==> config.mk <==
export PLATFORM = sky130hd
export DESIGN_NAME = boot_loader
export DESIGN_NICKNAME = d
export VERILOG_FILES = /design/src/rtl/boot_loader_pkg.sv /design/src/rtl/boot_loader_index.sv /design/src/rtl/boot_loader.sv
export SDC_FILE = /design/constraint.sdc
export NUM_CORES = 1
export LEC_CHECK = 0
export BUFFER_PORTS_ARGS = -buffer_cell sky130_fd_sc_hd__buf_2
export CORE_MARGIN = 5
export CORE_UTILIZATION = 33
export CTS_CLUSTER_SIZE = 8
export DETAILED_ROUTE_END_ITERATION = 10
export PLACE_DENSITY = 0.88
export SETUP_SLACK_MARGIN = 0.3
export SLEW_MARGIN = 10
export SYNTH_ARGS = -nofsm -noshare
export SYNTH_HDL_FRONTEND = slang
export SYNTH_SLANG_ARGS = --single-unit
==> constraint.sdc <==
create_clock -name clk -period 1.7 [get_ports clk]
set_input_delay 0.34 -clock clk [delete_from_list [all_inputs] [get_ports clk]]
set_output_delay 0.34 -clock clk [all_outputs]
set_load 0.005 [all_outputs]
==> src/rtl/boot_loader_pkg.sv <==
// Shared types and widths for the boot-ROM to RAM copy engine.
// Optional readback verify is enabled by defining BOOT_LOADER_VERIFY_EN.
package boot_loader_pkg;

    localparam int unsigned IDX_W  = 16;
    localparam int unsigned DATA_W = 32;

    typedef enum logic [1:0] {
        ST_IDLE   = 2'd0,
        ST_COPY   = 2'd1,
        ST_VERIFY = 2'd2,
        ST_DONE   = 2'd3
    } state_e;

    // Address offset that wraps modulo 2^16
    function automatic logic [IDX_W-1:0] wrap_add(input logic [IDX_W-1:0] base,
                                                  input logic [IDX_W-1:0] off);
        return IDX_W'(base + off);
    endfunction

endpackage

==> src/rtl/boot_loader_index.sv <==
// Word index register for the copy engine: clear, increment and last-word flag.
module boot_loader_index
    import boot_loader_pkg::*;
#(
    parameter int unsigned WORDS = 16
) (
    input  logic             clk,
    input  logic             reset,
    input  logic             clear,
    input  logic             incr,
    output logic [IDX_W-1:0] idx,
    output logic             is_last
);

    localparam logic [IDX_W-1:0] LAST_IDX = IDX_W'(WORDS - 1);

    logic [IDX_W-1:0] idx_q;
    logic [IDX_W-1:0] idx_d;

    always_comb begin
        idx_d = idx_q;
        if (clear) begin
            idx_d = '0;
        end else if (incr) begin
            idx_d = IDX_W'(idx_q + IDX_W'(1));
        end
    end

    always_ff @(posedge clk) begin
        if (reset) begin
            idx_q <= '0;
        end else begin
            idx_q <= idx_d;
        end
    end

    assign idx     = idx_q;
    assign is_last = (idx_q == LAST_IDX);

endmodule

==> src/rtl/boot_loader.sv <==
// Copies WORDS boot-ROM words into RAM, then selects RAM as the fetch source.
// Define BOOT_LOADER_VERIFY_EN to add a readback compare pass with sticky error.
module boot_loader
    import boot_loader_pkg::*;
#(
    parameter int unsigned      WORDS    = 16,
    parameter logic [IDX_W-1:0] SRC_BASE = 16'h0000,
    parameter logic [IDX_W-1:0] DST_BASE = 16'h0000
) (
    input  logic              clk,
    input  logic              reset,
    input  logic              start,
    output logic [IDX_W-1:0]  brom_address,
    input  logic [DATA_W-1:0] brom_value,
    output logic [IDX_W-1:0]  ram_address,
    output logic [DATA_W-1:0] ram_in,
    output logic              ram_is_write,
    input  logic [DATA_W-1:0] ram_value,
    output logic              busy,
    output logic              done,
    output logic              execute_from_ram,
    output logic              error
);

    state_e           state_q;
    state_e           state_d;
    logic             idx_clear;
    logic             idx_incr;
    logic [IDX_W-1:0] idx;
    logic             is_last;
    logic             active;

    boot_loader_index #(
        .WORDS(WORDS)
    ) u_index (
        .clk    (clk),
        .reset  (reset),
        .clear  (idx_clear),
        .incr   (idx_incr),
        .idx    (idx),
        .is_last(is_last)
    );

`ifdef BOOT_LOADER_VERIFY_EN
    logic error_q;
    logic error_d;
`else
    logic unused_ram_value;
    assign unused_ram_value = ^ram_value;
`endif

    // Next-state and index control
    always_comb begin
        state_d   = state_q;
        idx_clear = 1'b0;
        idx_incr  = 1'b0;
`ifdef BOOT_LOADER_VERIFY_EN
        error_d   = error_q;
`endif
        case (state_q)
            ST_IDLE, ST_DONE: begin
                if (start) begin
                    state_d   = ST_COPY;
                    idx_clear = 1'b1;
`ifdef BOOT_LOADER_VERIFY_EN
                    error_d   = 1'b0;
`endif
                end
            end
            ST_COPY: begin
                if (is_last) begin
                    idx_clear = 1'b1;
`ifdef BOOT_LOADER_VERIFY_EN
                    state_d   = ST_VERIFY;
`else
                    state_d   = ST_DONE;
`endif
                end else begin
                    idx_incr = 1'b1;
                end
            end
`ifdef BOOT_LOADER_VERIFY_EN
            ST_VERIFY: begin
                if (ram_value != brom_value) begin
                    error_d = 1'b1;
                end
                if (is_last) begin
                    state_d = ST_DONE;
                end else begin
                    idx_incr = 1'b1;
                end
            end
`endif
            default: state_d = ST_IDLE;
        endcase
    end

    always_ff @(posedge clk) begin
        if (reset) begin
            state_q <= ST_IDLE;
`ifdef BOOT_LOADER_VERIFY_EN
            error_q <= 1'b0;
`endif
        end else begin
            state_q <= state_d;
`ifdef BOOT_LOADER_VERIFY_EN
            error_q <= error_d;
`endif
        end
    end

    // Outputs decode from registered state and index only; start never reaches them
    always_comb begin
        active           = (state_q == ST_COPY) || (state_q == ST_VERIFY);
        brom_address     = active ? wrap_add(SRC_BASE, idx) : '0;
        ram_address      = active ? wrap_add(DST_BASE, idx) : '0;
        ram_is_write     = (state_q == ST_COPY);
        ram_in           = ram_is_write ? brom_value : '0;
        busy             = active;
        done             = (state_q == ST_DONE);
        execute_from_ram = done;
`ifdef BOOT_LOADER_VERIFY_EN
        error            = error_q;
`else
        error            = 1'b0;
`endif
    end

endmodule

==> results.py, run 1 <==
metrics = {
    "clock_tree": {
        "cts-hold-fix-buffers": 0,
        "h-tree-depth": 1,
        "clock_sinks": 18,
        "clk_pin_slew_ns": 0.08,
        "cts_root_buf": "clkbuf_8",
        "clockBufferDepth": 2,
        "clk_latency_ns": 0.27,
        "cts_buffers": 3,
        "cts_tree": "done",
    },
    "routing": {
        "drt_iter0_markers": 300,
        "vias": 1927,
        "post_drt_wl_per_cell_um": 23.1,
        "vias_per_cell": 5.63,
        "ant_nets": 0,
        "routed_wl_mm": 7.91,
        "first_pass_iters": 5,
        "drc_errors": 0,
    },
    "finish": {
        "final_core_util_pct": 69.2,
        "layout.nets": 364,
        "stdcell_area_um2": 2810,
        "syn2layout_area_growth_pct": 100,
        "drive_gt1_share_pct": 79.0,
    },
    "timing": {
        "timing.fmax_mhz": 535,
        "slew_viol_final": 0,
        "period_needed_ns": 1.87,
        "rsz0062_at_grt": "true",
        "setup_viol_count_final": 40,
        "setup_ws_ns": -0.168,
        "fin_crit_sh_pct": 110,
        "final-hold-violation-count": 0,
        "fin_skew_ns": 0.00616,
    },
    "pwr": {
        "peakVddDrop_mv": 0.408,
        "power.total_mw": 2.09,
        "power_density_nw_per_um2": 746,
        "power_leakage_nw": 1.31,
    },
    "outcome": {
        "status": "complete, but fails checks",
        "violations": "setup timing",
    },
    "global_routing": {
        "grt_pass1_wl_mm": 7.46,
        "gr-usage-all-layers_pct": 17.2,
        "grt_overflow": 0,
        "grt_pass1_vias": 1545,
        "antenna_found_initial": 1,
        "grt_max_degree": 36,
    },
    "synth": {
        "synth_seq_area_share_pct": 25.7,
        "netlist_instances": 181,
        "yosys.area.top_type_share_pct": 25.7,
        "ys_types": 36,
        "syn-num-nets": 253,
        "syn_avg_cell_area_um2": 7.76,
        "yosysWarningCount": 0,
        "yosys.area.top_type": "dfxtp_1",
        "synth_area_leaders": "dfxtp_1, and2_1, buf_4, nor2b_1, nor2_1",
        "synth_seq_cells": 18,
        "synth_area_um2": 1400,
    },
    "die": {
        "initial_core_util_pct": 34.6,
        "rows": 23,
        "coreArea_um2": 4060,
        "die_area_um2": 5660,
        "die_width_um": 75.2,
        "die_h_um": 75.2,
        "ios": 136,
    },
    "setup_path": {
        "crit_fanout": 7,
        "required_ns": 1.36,
        "critPathLaunchType": "register",
        "critPathCaptureType": "primary output",
        "path_class": "reg -> out",
        "crit_arrival_ns": 1.53,
    },
    "place": {
        "dpl_cell_area_um2": 1920,
        "dp.final_hpwl_mm": 3.19,
        "gp_congestion": 0.875,
        "port_buffers": 102,
        "place_ws_ns": 0.00368,
    },
    "worst_hold_path": {
        "hold_class": "in -> reg",
    },
    "job": {
        "cap_violations": 0,
    },
}
-- where the power goes --
part / leakage (nW) / internal, mW / switching (mW) / total, mW
Sequential: 0.149 / 0.443 / 0.0249 / 0.468
Combinational: 1.13 / 0.683 / 0.559 / 1.24
Clock: 0.0288 / 0.207 / 0.176 / 0.383
-- cell usage after synthesis --
library cell	number
nand2b_1	1
and3_1	3
a211o_1	1
clkbuf_2	1
and4_2	1
nand4_1	4
or3_2	2
nand2_1	6
buf_2	1
nand4_4	1
o21ai_0	2
or3_1	1
and4_1	1
a311oi_1	1
nor2_1	17
a21oi_1	9
xor2_1	4
conb_1	1
ha_1	5
a41o_1	1
and2_2	3
mux2i_1	1
and2_1	30
nor4_1	5
nand3_1	5
inv_1	6
xnor2_1	5
nor3_1	3
dfxtp_1	18
a21o_1	1
or4_1	1
buf_6	3
clkbuf_1	4
nor2b_1	14
buf_4	18
o31ai_1	1
-- layer usage --
layer	up-vias	wire [um]	track usage, %
li1	803	-	-
met1	893	2580	19.0
met2	188	4030	31.7
met3	43	813	2.94
met4	0	496	7.96
met5	-	0	0
-- layout make-up --
cell class	count	area, um^2
diodes	1	2.50
multi-input cells	131	1270
repair buffers	132	1020
fillers	224	1250
flip-flops and latches	18	375
well taps	50	62.6
inverters	6	25.0
clock buffers	4	55.1
-- state kept, by name, indices dropped and copies added (netlist names) --
register / flops
state_q: 2
u_index.idx: 16
-- layout by cell type (no fill, tap or decap), types with 4 or more instances in the layout --
| master | count |
|---|---|
| nor2_4 | 5 |
| nand2_1 | 6 |
| nand3_1 | 5 |
| xor2_1 | 4 |
| a21oi_2 | 5 |
| clkbuf_8 | 4 |
| nand4_1 | 4 |
| nor2b_4 | 12 |
| dfxtp_1 | 12 |
| nor2_1 | 5 |
| nor4_4 | 4 |
| buf_4 | 20 |
| buf_6 | 38 |
| xnor2_1 | 5 |
| and2_4 | 28 |
| buf_2 | 70 |
| nor2_2 | 7 |
-- critical path, cell delays in order, from the launching register on --
cell	delay [ns]
dfxtp_4	0.38
inv_2	0.05
ha_4	0.28
buf_12	0.16
nor2b_1	0.20
buf_2	0.18
-- repair_timing --
action	in CTS	in global routing
pin swaps	22	11
resized for setup	58	94
cloned	2	2
endpoints found under the setup margin	84	86
buffers inserted	7	5
-- per-stage QoR --
stage | cells | setup TNS, ns | hold slack, ns
6_report | 342 | -1.39 | 0.309
3_3_place_gp | 321 | 0 | 0.481
4_1_cts | 334 | 0 | 0.321
3_5_place_dp | 321 | 0 | 0.492
2_1_floorplan | 181 | 0 | 0.402
5_1_grt | 342 | -2.49 | 0.314
-- path summary, 6_finish.rpt --
kind	start	to	slack, ns	cells after the start
max	state_q[0]	ram_address[2]	-0.17	5
min	reset	state_q[1]	0.31	2
max reg2reg	state_q[0]	u_index.idx[15]	-0.11	6
min reg2reg	u_index.idx[4]	u_index.idx[4]	0.60	2
-- kinds of logic after synthesis --
logic type	synth area share, %
muxes	0.713
and+or+nand+nor	40.9
DFF	25.7
xor gates and xnor gates	5.61
adders and majority gates	4.46
AOI/OAI and AO/OA	6.95
other	0.267
buffers and inverters	15.4
Power figures use the tool's default switching activity.
==> inputs of run 2 (changes only) <==
CORE_UTILIZATION = 36   (was 33)
PLACE_DENSITY = 0.91   (was 0.88)
clock period = 1.9 ns   (was 1.7 ns; I/O delays follow)
==> run 2 against run 1 <==
  * The run now ends clean
  * Sequential cell count unchanged
  * Utilization down 5.0 points
  * Clock-buffer cell count is the same
  * Die area shrank 7.3%
  * Combinational power down 37%
==> results.py, run 2 (same netlist as run 1, synthesis figures left out) <==
metrics = {
    "setup_path": {
        "cpLargestDelayFamily": "compound AO/OA/AOI/OAI gates",
        "crit_arrival_ns": 1.92,
        "critPathLaunchType": "register",
        "required_ns": 2.03,
        "cp_slowest_stage_delay_ns": 0.37,
        "path_class": "reg -> reg",
        "critPathCaptureType": "register",
        "crit_buf_inv": 2,
        "crit_path_top_delay_cell": "dfxtp_4",
        "worstPathCellList": "inv_4 -> ha_4 -> and4_4 -> nand4_4 -> buf_4 -> o31ai_1 -> a21oi_2",
        "crit_fanout": 5,
    },
    "die": {
        "ios": 136,
        "initial_core_util_pct": 37.8,
        "die_h_um": 72.4,
        "rows": 22,
        "die_width_um": 72.4,
        "coreArea_um2": 3720,
        "die_area_um2": 5250,
    },
    "timing": {
        "fin_skew_ns": 0.00486,
        "fin_crit_sh_pct": 93.9,
        "setup_viol_count_final": 0,
        "timing.fmax_mhz": 561,
        "rsz0062_at_grt": "true",
        "slew_viol_final": 0,
        "period_needed_ns": 1.78,
        "fin_tns_setup_ns": 0,
        "final-hold-violation-count": 0,
    },
    "clock_tree": {
        "clockBufferDepth": 2,
        "clock_sinks": 18,
        "cts_buffers": 3,
        "cts-hold-fix-buffers": 0,
        "clk_latency_ns": 0.26,
        "cts_tree": "done",
        "cts_root_buf": "clkbuf_8",
        "h-tree-depth": 1,
        "clk_pin_slew_ns": 0.07,
    },
    "global_routing": {
        "antenna_found_initial": 0,
        "grt_overflow": 0,
        "grt_pass1_wl_mm": 7.62,
        "grt_pass1_vias": 1584,
        "gr-usage-all-layers_pct": 18.5,
        "grt_max_degree": 18,
    },
    "routing": {
        "drc_errors": 0,
        "drt_iter0_markers": 42,
        "vias_per_cell": 5.10,
        "ant_nets": 0,
        "routed_wl_mm": 5.25,
        "first_pass_iters": 4,
        "vias": 1677,
        "post_drt_wl_per_cell_um": 16.0,
    },
    "place": {
        "dp.final_hpwl_mm": 3.30,
        "port_buffers": 102,
        "gp_congestion": 0.860,
        "dpl_cell_area_um2": 1850,
    },
    "pwr": {
        "power_leakage_nw": 1.17,
        "power_density_nw_per_um2": 635,
        "peakVddDrop_mv": 0.360,
    },
    "finish": {
        "drive_gt1_share_pct": 65.5,
        "stdcell_area_um2": 2390,
        "antenna_cells": 0,
        "final_common_cell": "buf_2",
        "final_core_util_pct": 64.2,
        "nFillCells": 300,
        "syn2layout_area_growth_pct": 70.0,
        "most-common-layout-cells": "buf_2, and2_1, dfxtp_1, nor2b_4, buf_4",
        "layout.nets": 354,
        "largest_reg_flops": 16,
    },
    "worst_hold_path": {
        "hold_class": "in -> reg",
    },
    "job": {
        "cap_violations": 0,
    },
    "outcome": {
        "status": "finished clean",
    },
}
run 2: timing repair:
item,in CTS,in global routing
buffers inserted,11,3
gates resized for setup,56,22
setup endpoints to repair,84,83
pin swaps,17,4
gates cloned,2,0
run 2: worst register-to-register path, delay by kind of cell (launching register included):
family	cells	cell delay [ns]
AOI/OAI and AO/OA	2	0.48
adders and majority gates	1	0.20
buffers and inverters	2	0.23
DFF	1	0.37
and+or+nand+nor	2	0.37
run 2: metrics by stage:
step / hold slack (ns) / worst slack, ns / cells / power (mW)
after detailed placement: 0.516 / 0.149 / 309 / 0.890
after global routing: 0.298 / 0.0326 / 329 / 1.60
after CTS: 0.295 / 0.193 / 326 / 1.48
after floorplan: 0.442 / 0.239 / 181 / 0.718
final: 0.298 / 0.116 / 329 / 1.51
after global placement: 0.498 / 0.191 / 309 / 0.882
run 2: metal layers:
layer	part of all wire, %	up-vias	global-route usage [%]	wire length [um]
met5	0	-	0	0
met4	2.5	0	7.58	131
met3	11	12	4.43	567
met2	53	103	34.4	2790
met1	34	781	20.0	1770
li1	-	781	-	-
run 2: final timing paths:
kind / end / from / slack, ns / cells past startpoint
hold reg to reg: u_index.idx[4] / u_index.idx[4] / 0.55 / 2
hold / removal: state_q[0] / reset / 0.30 / 2
setup / recovery: u_index.idx[15] / state_q[1] / 0.12 / 7
setup reg to reg: u_index.idx[15] / state_q[1] / 0.12 / 7
run 2: where the power goes:
part | total, mW | switching [mW] | internal [mW]
clock | 0.314 | 0.129 | 0.184
sequential | 0.418 | 0.0223 | 0.396
combinational | 0.783 | 0.375 | 0.408
run 2: final cells by class:
| class | count | area (um^2) | share of cell area [%] |
|---|---|---|---|
| Clock buffer | 4 | 55.1 | 2.31 |
| Inverter | 6 | 25.0 | 1.05 |
| Multi-Input combinational cell | 130 | 1120 | 47.1 |
| Sequential cell | 18 | 369 | 15.5 |
| Tap cell | 48 | 60.1 | 2.52 |
| Timing Repair Buffer | 123 | 753 | 31.6 |
